[config.mk]
export PLATFORM = sky130hd
export DESIGN_NAME = mem_stage_lsu_flat
export DESIGN_NICKNAME = d
export VERILOG_FILES = /design/src/rtl/mem_stage_lsu_if.sv /design/src/rtl/mem_stage_lsu.sv /design/src/flat_wrapper.sv
export SDC_FILE = /design/constraint.sdc
export NUM_CORES = 1
export LEC_CHECK = 0
export CAP_MARGIN = 20
export CORE_MARGIN = 4
export CORE_UTILIZATION = 30
export DETAILED_ROUTE_END_ITERATION = 8
export PLACE_DENSITY = 0.64
export REMOVE_ABC_BUFFERS = 1
export SETUP_SLACK_MARGIN = 0.2
export SYNTH_ARGS = -nofsm -noshare
export SYNTH_HDL_FRONTEND = slang
export SYNTH_SLANG_ARGS = --single-unit
[constraint.sdc]
create_clock -name clk -period 5.5 [get_ports clk]
set_input_delay 0.825 -clock clk [delete_from_list [all_inputs] [get_ports clk]]
set_output_delay 0.825 -clock clk [all_outputs]
set_load 0.01 [all_outputs]
[src/rtl/mem_stage_lsu_if.sv]
// mem_stage_lsu_if: req/gnt/rvalid data-SRAM port between the MEM stage and memory.
// The master side issues requests; the slave side grants and returns read data.
interface mem_stage_lsu_if #(
    parameter int DATA_W = 32,
    parameter int ADDR_W = 32
);
    logic                  req;
    logic                  wr;
    logic [DATA_W/8-1:0]   be;
    logic [ADDR_W-1:0]     addr;
    logic [DATA_W-1:0]     wdata;
    logic                  gnt;
    logic                  rvalid;
    logic [DATA_W-1:0]     rdata;

    modport master (
        output req, wr, be, addr, wdata,
        input  gnt, rvalid, rdata
    );

    modport slave (
        input  req, wr, be, addr, wdata,
        output gnt, rvalid, rdata
    );
endinterface

[src/rtl/mem_stage_lsu.sv]
// mem_stage_lsu: MEM stage with a one-entry skid register, data-SRAM port and load extension.
// Define MEM_STAGE_MISALIGN_EXC_EN to trap misaligned accesses instead of forcing alignment.
module mem_stage_lsu #(
    parameter int DATA_W = 32,
    parameter int ADDR_W = 32,
    parameter int PC_W   = 32,
    parameter int RF_AW  = 5
) (
    input  logic              clk,
    input  logic              rst_n,
    input  logic              flush_i,
    input  logic              ex_valid_i,
    output logic              ex_ready_o,
    input  logic [PC_W-1:0]   ex_pc_i,
    input  logic [3:0]        ex_lsu_op_i,
    input  logic [DATA_W-1:0] ex_result_i,
    input  logic [DATA_W-1:0] ex_sdata_i,
    input  logic              ex_rf_we_i,
    input  logic [RF_AW-1:0]  ex_rf_waddr_i,
    mem_stage_lsu_if.master   dmem,
    output logic              wb_valid_o,
    input  logic              wb_ready_i,
    output logic [PC_W-1:0]   wb_pc_o,
    output logic              wb_rf_we_o,
    output logic [RF_AW-1:0]  wb_rf_waddr_o,
    output logic [DATA_W-1:0] wb_rf_wdata_o,
    output logic              fw_we_o,
    output logic [RF_AW-1:0]  fw_waddr_o,
    output logic [DATA_W-1:0] fw_wdata_o,
    output logic              fw_pending_o,
`ifdef MEM_STAGE_MISALIGN_EXC_EN
    output logic              exc_adel_o,
    output logic              exc_ades_o,
    output logic [ADDR_W-1:0] exc_badvaddr_o,
`endif
    output logic              stallreq_o
);
    localparam int NB = DATA_W / 8;
    localparam int LW = $clog2(NB);

    typedef enum logic [2:0] {
        S_IDLE,
        S_REQ,
        S_WAIT,
        S_DONE,
        S_DRAIN
    } state_e;

    state_e state_q, state_d;
    logic   valid_q, valid_d;
    logic   cap, ld_done;

    logic [PC_W-1:0]   pc_q;
    logic              rf_we_q;
    logic [RF_AW-1:0]  waddr_q;
    logic [DATA_W-1:0] wdata_q;
    logic [ADDR_W-1:0] addr_q;
    logic [LW-1:0]     lane_q;
    logic [1:0]        size_q;
    logic              ld_q;
    logic              uns_q;
    logic [NB-1:0]     be_q;
    logic [DATA_W-1:0] sdata_q;

    logic              dec_mem, dec_ld, dec_uns;
    logic [1:0]        dec_size;
    logic [LW-1:0]     ex_lane, szm, lane_al;
    logic [NB-1:0]     szb;
    logic [DATA_W-1:0] rep;
    logic              mis;
    logic [DATA_W-1:0] sh, ext;

    // Opcodes that need a 64-bit datapath decode as NONE on a 32-bit build.
    always_comb begin
        dec_mem  = 1'b0;
        dec_ld   = 1'b0;
        dec_uns  = 1'b0;
        dec_size = 2'd0;
        unique case (ex_lsu_op_i)
            4'd1: begin dec_mem = 1'b1; dec_ld = 1'b1; end
            4'd2: begin dec_mem = 1'b1; dec_ld = 1'b1; dec_uns = 1'b1; end
            4'd3: begin dec_mem = 1'b1; dec_ld = 1'b1; dec_size = 2'd1; end
            4'd4: begin
                dec_mem  = 1'b1;
                dec_ld   = 1'b1;
                dec_uns  = 1'b1;
                dec_size = 2'd1;
            end
            4'd5: begin dec_mem = 1'b1; dec_ld = 1'b1; dec_size = 2'd2; end
            4'd6: begin dec_mem = 1'b1; end
            4'd7: begin dec_mem = 1'b1; dec_size = 2'd1; end
            4'd8: begin dec_mem = 1'b1; dec_size = 2'd2; end
            4'd9: if (DATA_W == 64) begin
                dec_mem  = 1'b1;
                dec_ld   = 1'b1;
                dec_uns  = 1'b1;
                dec_size = 2'd2;
            end
            4'd10: if (DATA_W == 64) begin
                dec_mem  = 1'b1;
                dec_ld   = 1'b1;
                dec_size = 2'd3;
            end
            4'd11: if (DATA_W == 64) begin
                dec_mem  = 1'b1;
                dec_size = 2'd3;
            end
            default: ;
        endcase
    end

    always_comb begin
        szm = '0;
        szb = '1;
        rep = ex_sdata_i;
        unique case (dec_size)
            2'd0: begin
                szb = NB'(1);
                rep = {NB{ex_sdata_i[7:0]}};
            end
            2'd1: begin
                szm = LW'(1);
                szb = NB'(3);
                rep = {(NB/2){ex_sdata_i[15:0]}};
            end
            2'd2: begin
                szm = LW'(3);
                szb = NB'(15);
                rep = {(NB/4){ex_sdata_i[31:0]}};
            end
            default: szm = LW'(7);
        endcase
    end

    assign ex_lane = ex_result_i[LW-1:0];
    assign lane_al = ex_lane & ~szm;

`ifdef MEM_STAGE_MISALIGN_EXC_EN
    assign mis = dec_mem & (|(ex_lane & szm));
`else
    assign mis = 1'b0;
`endif

    assign wb_valid_o   = valid_q & (state_q == S_DONE);
    assign ex_ready_o   = (state_q != S_DRAIN)
                        & (~valid_q | (wb_valid_o & wb_ready_i));
    assign stallreq_o   = (state_q == S_REQ) | (state_q == S_WAIT)
                        | (state_q == S_DRAIN);
    assign fw_pending_o = valid_q & (state_q != S_DONE);

    always_comb begin
        state_d = state_q;
        valid_d = valid_q;
        ld_done = 1'b0;
        cap     = ex_valid_i & ex_ready_o & ~flush_i;
        unique case (state_q)
            S_IDLE: begin
                if (cap) begin
                    state_d = (dec_mem & ~mis) ? S_REQ : S_DONE;
                    valid_d = 1'b1;
                end
            end
            S_REQ: begin
                if (flush_i) begin
                    state_d = (dmem.gnt & ld_q) ? S_DRAIN : S_IDLE;
                    valid_d = 1'b0;
                end else if (dmem.gnt) begin
                    state_d = ld_q ? S_WAIT : S_DONE;
                end
            end
            S_WAIT: begin
                if (flush_i) begin
                    state_d = dmem.rvalid ? S_IDLE : S_DRAIN;
                    valid_d = 1'b0;
                end else if (dmem.rvalid) begin
                    state_d = S_DONE;
                    ld_done = 1'b1;
                end
            end
            S_DONE: begin
                if (flush_i) begin
                    state_d = S_IDLE;
                    valid_d = 1'b0;
                end else if (wb_ready_i) begin
                    if (cap) begin
                        state_d = (dec_mem & ~mis) ? S_REQ : S_DONE;
                    end else begin
                        state_d = S_IDLE;
                        valid_d = 1'b0;
                    end
                end
            end
            S_DRAIN: begin
                if (dmem.rvalid) state_d = S_IDLE;
            end
            default: begin
                state_d = S_IDLE;
                valid_d = 1'b0;
            end
        endcase
    end

    always_ff @(posedge clk or negedge rst_n) begin
        if (!rst_n) begin
            state_q <= S_IDLE;
            valid_q <= 1'b0;
        end else begin
            state_q <= state_d;
            valid_q <= valid_d;
        end
    end

    // Read data arrives lane-aligned; shift the addressed lane down first.
    assign sh = dmem.rdata >> {lane_q, 3'b000};

    always_comb begin
        ext = sh;
        unique case (size_q)
            2'd0: ext = uns_q ? DATA_W'(sh[7:0])  : DATA_W'($signed(sh[7:0]));
            2'd1: ext = uns_q ? DATA_W'(sh[15:0]) : DATA_W'($signed(sh[15:0]));
            2'd2: ext = uns_q ? DATA_W'(sh[31:0]) : DATA_W'($signed(sh[31:0]));
            default: ext = sh;
        endcase
    end

    always_ff @(posedge clk or negedge rst_n) begin
        if (!rst_n) begin
            pc_q    <= '0;
            rf_we_q <= 1'b0;
            waddr_q <= '0;
            wdata_q <= '0;
            addr_q  <= '0;
            lane_q  <= '0;
            size_q  <= '0;
            ld_q    <= 1'b0;
            uns_q   <= 1'b0;
            be_q    <= '0;
            sdata_q <= '0;
        end else if (cap) begin
            pc_q    <= ex_pc_i;
            rf_we_q <= ex_rf_we_i & ~mis;
            waddr_q <= ex_rf_waddr_i;
            wdata_q <= ex_result_i;
            addr_q  <= ADDR_W'(ex_result_i);
            lane_q  <= lane_al;
            size_q  <= dec_size;
            ld_q    <= dec_ld;
            uns_q   <= dec_uns;
            be_q    <= szb << lane_al;
            sdata_q <= rep;
        end else if (ld_done) begin
            wdata_q <= ext;
        end
    end

    assign dmem.req   = (state_q == S_REQ);
    assign dmem.wr    = dmem.req & ~ld_q;
    assign dmem.be    = dmem.req ? (ld_q ? '1 : be_q) : '0;
    assign dmem.addr  = dmem.req ? {addr_q[ADDR_W-1:LW], {LW{1'b0}}} : '0;
    assign dmem.wdata = dmem.wr ? sdata_q : '0;

    assign wb_pc_o       = pc_q;
    assign wb_rf_we_o    = rf_we_q;
    assign wb_rf_waddr_o = waddr_q;
    assign wb_rf_wdata_o = wdata_q;

    assign fw_we_o    = valid_q & rf_we_q;
    assign fw_waddr_o = valid_q ? waddr_q : '0;
    assign fw_wdata_o = valid_q ? wdata_q : '0;

`ifdef MEM_STAGE_MISALIGN_EXC_EN
    logic              adel_q, ades_q;
    logic [ADDR_W-1:0] badv_q;

    always_ff @(posedge clk or negedge rst_n) begin
        if (!rst_n) begin
            adel_q <= 1'b0;
            ades_q <= 1'b0;
            badv_q <= '0;
        end else if (cap) begin
            adel_q <= mis & dec_ld;
            ades_q <= mis & ~dec_ld;
            badv_q <= ADDR_W'(ex_result_i);
        end
    end

    assign exc_adel_o     = wb_valid_o & adel_q;
    assign exc_ades_o     = wb_valid_o & ades_q;
    assign exc_badvaddr_o = (exc_adel_o | exc_ades_o) ? badv_q : '0;
`endif
endmodule
[src/flat_wrapper.sv]
// flat-port wrapper written by rule: the top's interface ports become plain ports
module mem_stage_lsu_flat 
#(
    parameter int DATA_W = 32,
    parameter int ADDR_W = 32,
    parameter int PC_W   = 32,
    parameter int RF_AW  = 5
)
  (clk, rst_n, flush_i, ex_valid_i, ex_ready_o, ex_pc_i, ex_lsu_op_i, ex_result_i, ex_sdata_i, ex_rf_we_i, ex_rf_waddr_i, wb_valid_o, wb_ready_i, wb_pc_o, wb_rf_we_o, wb_rf_waddr_o, wb_rf_wdata_o, fw_we_o, fw_waddr_o, fw_wdata_o, fw_pending_o, stallreq_o, dmem_req, dmem_wr, dmem_be, dmem_addr, dmem_wdata, dmem_gnt, dmem_rvalid, dmem_rdata);
  mem_stage_lsu_if #(.DATA_W(DATA_W), .ADDR_W(ADDR_W)) dmem_i ();
  input  logic clk;
  input  logic rst_n;
  input  logic flush_i;
  input  logic ex_valid_i;
  output logic ex_ready_o;
  input  logic [PC_W-1:0] ex_pc_i;
  input  logic [3:0] ex_lsu_op_i;
  input  logic [DATA_W-1:0] ex_result_i;
  input  logic [DATA_W-1:0] ex_sdata_i;
  input  logic ex_rf_we_i;
  input  logic [RF_AW-1:0] ex_rf_waddr_i;
  output logic wb_valid_o;
  input  logic wb_ready_i;
  output logic [PC_W-1:0] wb_pc_o;
  output logic wb_rf_we_o;
  output logic [RF_AW-1:0] wb_rf_waddr_o;
  output logic [DATA_W-1:0] wb_rf_wdata_o;
  output logic fw_we_o;
  output logic [RF_AW-1:0] fw_waddr_o;
  output logic [DATA_W-1:0] fw_wdata_o;
  output logic fw_pending_o;
  output logic stallreq_o;
  output wire logic [$bits(dmem_i.req)-1:0] dmem_req;
  output wire logic [$bits(dmem_i.wr)-1:0] dmem_wr;
  output wire logic [$bits(dmem_i.be)-1:0] dmem_be;
  output wire logic [$bits(dmem_i.addr)-1:0] dmem_addr;
  output wire logic [$bits(dmem_i.wdata)-1:0] dmem_wdata;
  input wire logic [$bits(dmem_i.gnt)-1:0] dmem_gnt;
  input wire logic [$bits(dmem_i.rvalid)-1:0] dmem_rvalid;
  input wire logic [$bits(dmem_i.rdata)-1:0] dmem_rdata;
  assign dmem_req = dmem_i.req;
  assign dmem_wr = dmem_i.wr;
  assign dmem_be = dmem_i.be;
  assign dmem_addr = dmem_i.addr;
  assign dmem_wdata = dmem_i.wdata;
  assign dmem_i.gnt = dmem_gnt;
  assign dmem_i.rvalid = dmem_rvalid;
  assign dmem_i.rdata = dmem_rdata;
  mem_stage_lsu #(.DATA_W(DATA_W), .ADDR_W(ADDR_W), .PC_W(PC_W), .RF_AW(RF_AW)) u_core (.clk(clk), .rst_n(rst_n), .flush_i(flush_i), .ex_valid_i(ex_valid_i), .ex_ready_o(ex_ready_o), .ex_pc_i(ex_pc_i), .ex_lsu_op_i(ex_lsu_op_i), .ex_result_i(ex_result_i), .ex_sdata_i(ex_sdata_i), .ex_rf_we_i(ex_rf_we_i), .ex_rf_waddr_i(ex_rf_waddr_i), .dmem(dmem_i), .wb_valid_o(wb_valid_o), .wb_ready_i(wb_ready_i), .wb_pc_o(wb_pc_o), .wb_rf_we_o(wb_rf_we_o), .wb_rf_waddr_o(wb_rf_waddr_o), .wb_rf_wdata_o(wb_rf_wdata_o), .fw_we_o(fw_we_o), .fw_waddr_o(fw_waddr_o), .fw_wdata_o(fw_wdata_o), .fw_pending_o(fw_pending_o), .stallreq_o(stallreq_o));
endmodule
==> results of run 1 <==
routing by layer:
layer | track usage (%) | wire length (um) | vias to the layer above | part of all wire (%)
met1 | 24.9 | 12200 | 3439 | 44
met3 | 5.64 | 2120 | 20 | 7.6
met5 | 0 | 27 | - | 0.097
li1 | - | - | 3521 | -
met2 | 31.8 | 13000 | 323 | 47
met4 | 4.55 | 340 | 4 | 1.2
flip-flops by register name, summed over array words and instances (netlist names):
register and cells:
u_core.wb_rf_waddr_o 5, u_core.sdata_q 32, u_core.state_q 3, u_core.lane_q 2, u_core.wb_pc_o 32, u_core.wb_rf_wdata_o 32
u_core.be_q 4, u_core.valid_q 1, u_core.size_q 2, u_core.addr_q 30, u_core.uns_q 1, u_core.wb_rf_we_o 1
u_core.ld_q 1
worst min-delay path by stage:
| stage | start | endpoint | slack [ps] | cells past startpoint |
|---|---|---|---|---|
| 2_1_floorplan | u_core.addr_q[10] | u_core.addr_q[10] | 440 | 2 |
| 3_3_place_gp | u_core.sdata_q[2] | u_core.sdata_q[2] | 450 | 2 |
| 3_5_place_dp | u_core.addr_q[9] | u_core.addr_q[9] | 460 | 2 |
| 4_1_cts | u_core.addr_q[9] | u_core.addr_q[9] | 470 | 2 |
| 5_1_grt | u_core.addr_q[27] | u_core.addr_q[27] | 490 | 2 |
| 6_report | u_core.addr_q[26] | u_core.addr_q[26] | 470 | 2 |
cells by family after synthesis:
family / count (synthesis) / share of synthesized area [%]
flip-flops: 146 / 47.9
AND/OR/NAND/NOR: 476 / 28.3
buffers and inverters: 73 / 4.28
XOR/XNOR: 3 / 0.344
multiplexers: 45 / 6.41
other: 1 / 0.0491
AO/OA/AOI/OAI: 143 / 12.7
critical path: cells and delay by family (launching register included):
| family | cells | cell delay [ps] |
|---|---|---|
| DFF | 1 | 640 |
| buffers and inverters | 2 | 940 |
| and+or+nand+nor | 3 | 780 |
cell type report:
cell class	count	area [um^2]	share of cell area (%)
Timing Repair Buffer	333	3330	28.4
Antenna cell	2	5.00	0.0427
Inverter	4	15.0	0.128
Multi-Input combinational cell	669	3700	31.5
Clock inverter	12	145	1.24
Sequential cell	146	3650	31.2
Tap cell	330	413	3.52
Clock buffer	20	457	3.90
through the flow:
stage	hold slack, ps	total power [mW]
2_1_floorplan	437	3.08
3_3_place_gp	450	4.58
3_5_place_dp	455	4.61
4_1_cts	472	5.84
5_1_grt	486	6.17
6_report	469	5.78
power breakdown:
| part | switching [mW] | total [mW] | leakage (nW) | internal, mW |
|---|---|---|---|---|
| logic | 1.21 | 2.63 | 3.00 | 1.42 |
| clock network | 0.496 | 1.20 | 0.289 | 0.704 |
| registers | 0.403 | 1.95 | 1.77 | 1.55 |
cells in the final DEF, fill, tap and decap left out, types with 5 or more instances in the layout:
cell | netlist | layout
and2_1 | 101 | 101
clkdlybuf4s50_1 | 0 | 323
mux2_2 | 11 | 11
a22oi_1 | 15 | 15
nand3_1 | 15 | 15
clkbuf_16 | 0 | 17
nand2_1 | 284 | 284
a31oi_1 | 29 | 28
a21oi_1 | 16 | 16
buf_4 | 2 | 8
o21ai_0 | 43 | 43
nor2b_1 | 7 | 7
mux2i_1 | 32 | 32
inv_6 | 0 | 5
a22oi_2 | 10 | 10
dfrtp_1 | 146 | 146
nand3b_1 | 7 | 7
o211ai_1 | 8 | 8
nor2_1 | 41 | 40
==> out/metrics.csv, run 1 <==
stage;metric;value;unit
drt;DR WL/cell;18.3;um
clock_network;clock sink count;146;
finish;Final Net Count;1316;
timing;Tcrit/Tclk final;65.5;%
worst_setup_path;R2R cell count;5;
drt;initial DRC count;489;
power_and_ir_drop;Peak supply drop;0.204;mV
synthesis;Area contributors post-synth;dfrtp_1 (48%), nand2_1 (14%), and2_1 (8.3%), mux2i_1 (4.2%), o21ai_0 (2.8%);
global_routing;initial antenna violation count;4;
worst_setup_path;end of the critical path;dmem_addr[3];
min_path;worst hold path type;reg2reg;
synthesis;most instantiated library cell after synthesis;nand2_1;
worst_setup_path;Critical Path AT;2780;ps
floorplan;starting density of the core;30.4;%
synthesis;dominant synthesized flop cell;dfrtp_1;
global_routing;Global Route Usage Sum;19.2;%
synthesis;Syn. warnings;0;
clock_network;CTS clk-pin slew, worst paths;60;ps
clock_network;clk buf depth;2;
timing;Max-slew headroom;33.5;%
worst_setup_path;worst reg-to-reg setup slack;2670;ps
synthesis;post-synthesis register bit count;146;
timing;setup violators final;0;
synthesis;Post-synth EDFFs;0;
global_routing;first-pass GRT wire length;42700;um
synthesis;leading area contributor after synthesis;dfrtp_1;
clock_network;CTS tree;yes;
timing;Final Max Slew Viols;0;
finish;share of cells above drive strength 1;6.17;%
clock_network;CTS buffer count;17;
worst_setup_path;Setup CP Type;reg2out;
clock_network;cts repair resizes;0;
worst_setup_path;nature of the critical path endpoint;output port;
place;Placed Cells;1481;
worst_setup_path;startpoint class of the critical path;register;
synthesis;fraction of registers with async set/reset;100;%
finish;Area Overhead vs Synth;53.5;%
floorplan;FP Rows;58;
clock_network;H-tree Lvls;4;
timing;RSZ-0062 raised after global routing;no;
place;hpwl dp;19700;um
power_and_ir_drop;leakage power;5.05;nW
drt;DR vias/cell;4.82;
synthesis;Avg Cell Area, Syn;8.60;um^2
floorplan;total die area;28100;um^2
worst_setup_path;worst path cell trace;nand2b_1 -> nor2_2 -> buf_4 -> and2_1 -> clkdlybuf4s50_1;
clock_network;hold_buf cts;0;
floorplan;Die X;167;um
global_routing;vias in the first global route;7323;
synthesis;area of the mapped netlist;7630;um^2
synthesis;sequential-to-total area share from yosys stat;47.9;%
global_routing;largest net degree at the start of global routing;101;
floorplan;Die H;167;um
timing;final hold viol count;0;
clock_network;worst skew pair latency;420;ps
timing;worst-case clock skew;10.9;ps
finish;Final Non-Filler Cells;1516;
worst_setup_path;Reg-to-Reg Start;u_core.valid_q;
drt;DRC viols;0;
worst_setup_path;CP max-delay cell;dfrtp_1;
synthesis;Mapped Cells;887;
place;placed cell area;11100;um^2
synthesis;share of Yosys cell area claimed by the top area cell type;47.9;%
timing;final worst setup slack;1900;ps
drt;TritonRoute pass-1 iters;5;
place;Setup Slack @ Placement;2080;ps
place;Port Buf Inserts;324;
finish;Finished Cell Area;11700;um^2
job;Max Cap Violations;0;
drt;ANT nets after route;0;
synthesis;Synth top cells by count;nand2_1 (284), dfrtp_1 (146), and2_1 (101), o21ai_0 (43), nor2_1 (41);
drt;drt total wl;27700;um
clock_network;total setup buffers inserted after CTS;0;
timing;minimum clock period;3600;ps
worst_setup_path;worst r2r dst;u_core.wb_rf_wdata_o[22];
worst_setup_path;Max stage delay on crit path;640;ps
drt;vias;7307;
outcome;status;finished clean;
floorplan;IO Count;327;
worst_setup_path;worst-path fanout max;25;
clock_network;Clk Tree Root Cell;clkbuf_16;
floorplan;Core Box Area;25100;um^2
worst_setup_path;CP startpoint;u_core.state_q[0];
finish;filler cell count;2489;
timing;worst slew pin tran;997;ps
timing;Fmax;278;MHz
synthesis;Distinct cells, synth;49;
place;GPL Wtd Cong;0.904;
finish;end-of-flow core utilization;46.7;%
timing;Setup TNS;0;ps
power_and_ir_drop;PwrDens;494;nW/um^2
worst_setup_path;Required @ worst endpoint;4680;ps
global_routing;GRT overflow;0;
(Power assumes the default switching activity.)
==> inputs of run 2 (changes only) <==
==> constraint.sdc (replaced) <==
create_clock -name clk -period 3.5 [get_ports clk]
set_input_delay 0.525 -clock clk [delete_from_list [all_inputs] [get_ports clk]]
set_output_delay 0.525 -clock clk [all_outputs]
set_load 0.01 [all_outputs]
==> out/metrics.csv, run 2 (synthesis gave the netlist of run 1 again) <==
stage;metric;value;unit;change
finish;Final Net Count;1323;;was 1316
drt;ANT nets after route;0;;unchanged
floorplan;FP Rows;58;;unchanged
finish;Area Overhead vs Synth;54.3;%;was 53.5%
global_routing;vias in the first global route;7440;;was 7323
clock_network;hold_buf cts;0;;unchanged
finish;Finished Cell Area;11800;um^2;was 11700 um^2
global_routing;first-pass GRT wire length;43600;um;was 42700 um
finish;Final Non-Filler Cells;1521;;was 1516
timing;final hold viol count;0;;unchanged
power_and_ir_drop;Power, Total;9.07;mW;was 5.78 mW
timing;RSZ-0062 raised after global routing;no;;unchanged
worst_setup_path;worst-path fanout max;33;;was 25
min_path;worst hold path type;in2async;;was reg2reg
timing;worst slew pin tran;911;ps;was 997 ps
clock_network;total setup buffers inserted after CTS;0;;unchanged
timing;Fmax;327;MHz;
drt;DRC viols;0;;unchanged
timing;worst-case clock skew;15.6;ps;was 10.9 ps
timing;Max-slew headroom;39.1;%;was 33.5%
drt;DR WL/cell;18.6;um;was 18.3 um
power_and_ir_drop;leakage power;5.08;nW;was 5.05 nW
global_routing;initial antenna violation count;3;;was 4
global_routing;GRT overflow;0;;unchanged
power_and_ir_drop;PwrDens;771;nW/um^2;was 494 nW/um^2
worst_setup_path;startpoint class of the critical path;register;;unchanged
drt;DR vias/cell;4.82;;about the same
timing;minimum clock period;3050;ps;
global_routing;Global Route Usage Sum;19.9;%;was 19.2%
power_and_ir_drop;Peak supply drop;0.332;mV;was 0.204 mV
finish;most frequent cells in the layout;clkdlybuf4s50_1 (323), nand2_1 (284), dfrtp_1 (146);;unchanged
power_and_ir_drop;Sequential Power Share;33.3;%;was 33.7%
place;hpwl dp;20400;um;was 19700 um
worst_setup_path;Critical Path AT;2530;ps;was 2780 ps
clock_network;Clk Tree Root Cell;clkbuf_16;;unchanged
clock_network;clock sink count;146;;unchanged
finish;most common cell after layout, fill and taps aside;clkdlybuf4s50_1;;unchanged
finish;share of cells above drive strength 1;6.72;%;was 6.17%
worst_setup_path;worst path cell trace;nand2b_1 -> nor3_2 -> buf_4 -> and2_1 -> clkdlybuf4s50_1;;was nand2b_1 -> nor2_2 -> buf_4 -> and2_1 -> clkdlybuf4s50_1
worst_setup_path;nature of the critical path endpoint;output port;;unchanged
clock_network;clk buf depth;2;;unchanged
outcome;status;finished clean;;unchanged
power_and_ir_drop;Sw Pwr;3.31;mW;was 2.11 mW
drt;TritonRoute pass-1 iters;5;;unchanged
power_and_ir_drop;Int Power;5.77;mW;was 3.68 mW
finish;filler cell count;2454;;was 2489
place;Placed Cells;1489;;was 1481
finish;# diodes;0;;was 2
timing;Tcrit/Tclk final;87.3;%;
job;Max Cap Violations;0;;unchanged
drt;initial DRC count;422;;was 489
floorplan;total die area;28100;um^2;unchanged
power_and_ir_drop;Gate power share;46.1;%;was 45.5%
global_routing;largest net degree at the start of global routing;84;;was 101
timing;Final Max Slew Viols;0;;unchanged
floorplan;Core Box Area;25100;um^2;unchanged
place;placed cell area;11200;um^2;was 11100 um^2
worst_setup_path;CP max-delay cell;dfrtp_1;;unchanged
clock_network;cts repair resizes;0;;unchanged
clock_network;CTS buffer count;17;;unchanged
worst_setup_path;Setup CP Type;reg2out;;unchanged
finish;end-of-flow core utilization;46.9;%;was 46.7%
worst_setup_path;Required @ worst endpoint;2970;ps;was 4680 ps
place;Port Buf Inserts;324;;unchanged
power_and_ir_drop;clock power share;20.6;%;was 20.7%
clock_network;H-tree Lvls;4;;unchanged
place;GPL Wtd Cong;0.830;;was 0.904
floorplan;Die X;167;um;unchanged
worst_setup_path;R2R cell count;5;;unchanged
clock_network;CTS clk-pin slew, worst paths;70;ps;was 60 ps
timing;setup violators final;0;;unchanged
drt;drt total wl;28400;um;was 27700 um
worst_setup_path;Max stage delay on crit path;660;ps;was 640 ps
drt;vias;7328;;was 7307
clock_network;CTS tree;yes;;unchanged
floorplan;IO Count;327;;unchanged
floorplan;starting density of the core;30.4;%;unchanged
floorplan;Die H;167;um;unchanged
clock_network;worst skew pair latency;430;ps;was 420 ps
power_and_ir_drop;Net Sw Frac;36.5;%;was 36.4%
## run 2: cell types whose count changed in the layout (fill, tap and decap cells not counted), sizes merged
| cell | previous run | this run |
|---|---|---|
| clkinvlp | 2 | 3 |
| clkbuf | 20 | 19 |
| inv | 9 | 8 |
| diode | 2 | 0 |
| clkinv | 3 | 4 |
| buf | 10 | 17 |
## run 2: routing by layer
layer  wire length (um)  vias to the layer above  track usage, %
li1                   -                     3519               -
met1              11700                     3443            24.7
met2              13400                      321            32.7
met3               2610                       39            7.27
met4                573                        6            5.65
met5                 43                        -               0
## run 2: worst max-delay path, delay by kind of cell (launching register included)
family | cells | cell delay [ps]
buf+inv | 2 | 870
flops | 1 | 660
simple gates | 3 | 560
## run 2: power groups by stage
stage               Clock (mW)  Combinational (mW)  Sequential [mW]
floorplan                    0                1.74             3.10
global placement             0                4.20             3.02
detailed placement           0                4.23             3.04
CTS                       1.93                4.25             3.02
global route              1.99                4.59             3.14
finish                    1.87                4.18             3.02
## run 2: final timing paths
check | start | to | slack (ps)
worst max-delay path | u_core.state_q[0] | dmem_wdata[18] | 450
worst min-delay path | rst_n | u_core.addr_q[14] | 130
worst max register to register | u_core.state_q[1] | u_core.wb_rf_wdata_o[30] | 1050
worst min register to register | u_core.addr_q[27] | u_core.addr_q[27] | 470
max in group asynchronous | rst_n | u_core.addr_q[22] | 2520
min in group clk | u_core.addr_q[27] | u_core.addr_q[27] | 470
## run 2: area by class of cell
type	instances	area, um^2	share of cell area (%)
well taps	330	413	3.51
clock inverters	13	149	1.26
flip-flops and latches	146	3650	31.0
clock buffers	19	443	3.76
multi-input cells	669	3700	31.4
repair buffers	340	3400	28.9
inverters	4	15.0	0.128
## run 2: metrics by stage
stage | hold WS (ps) | TNS [ps] | worst slack (ps)
floorplan | 229 | -373010 | -2970
global placement | 450 | 0 | 845
detailed placement | 454 | 0 | 796
CTS | 158 | 0 | 413
global route | 180 | 0 | 301
finish | 130 | 0 | 445
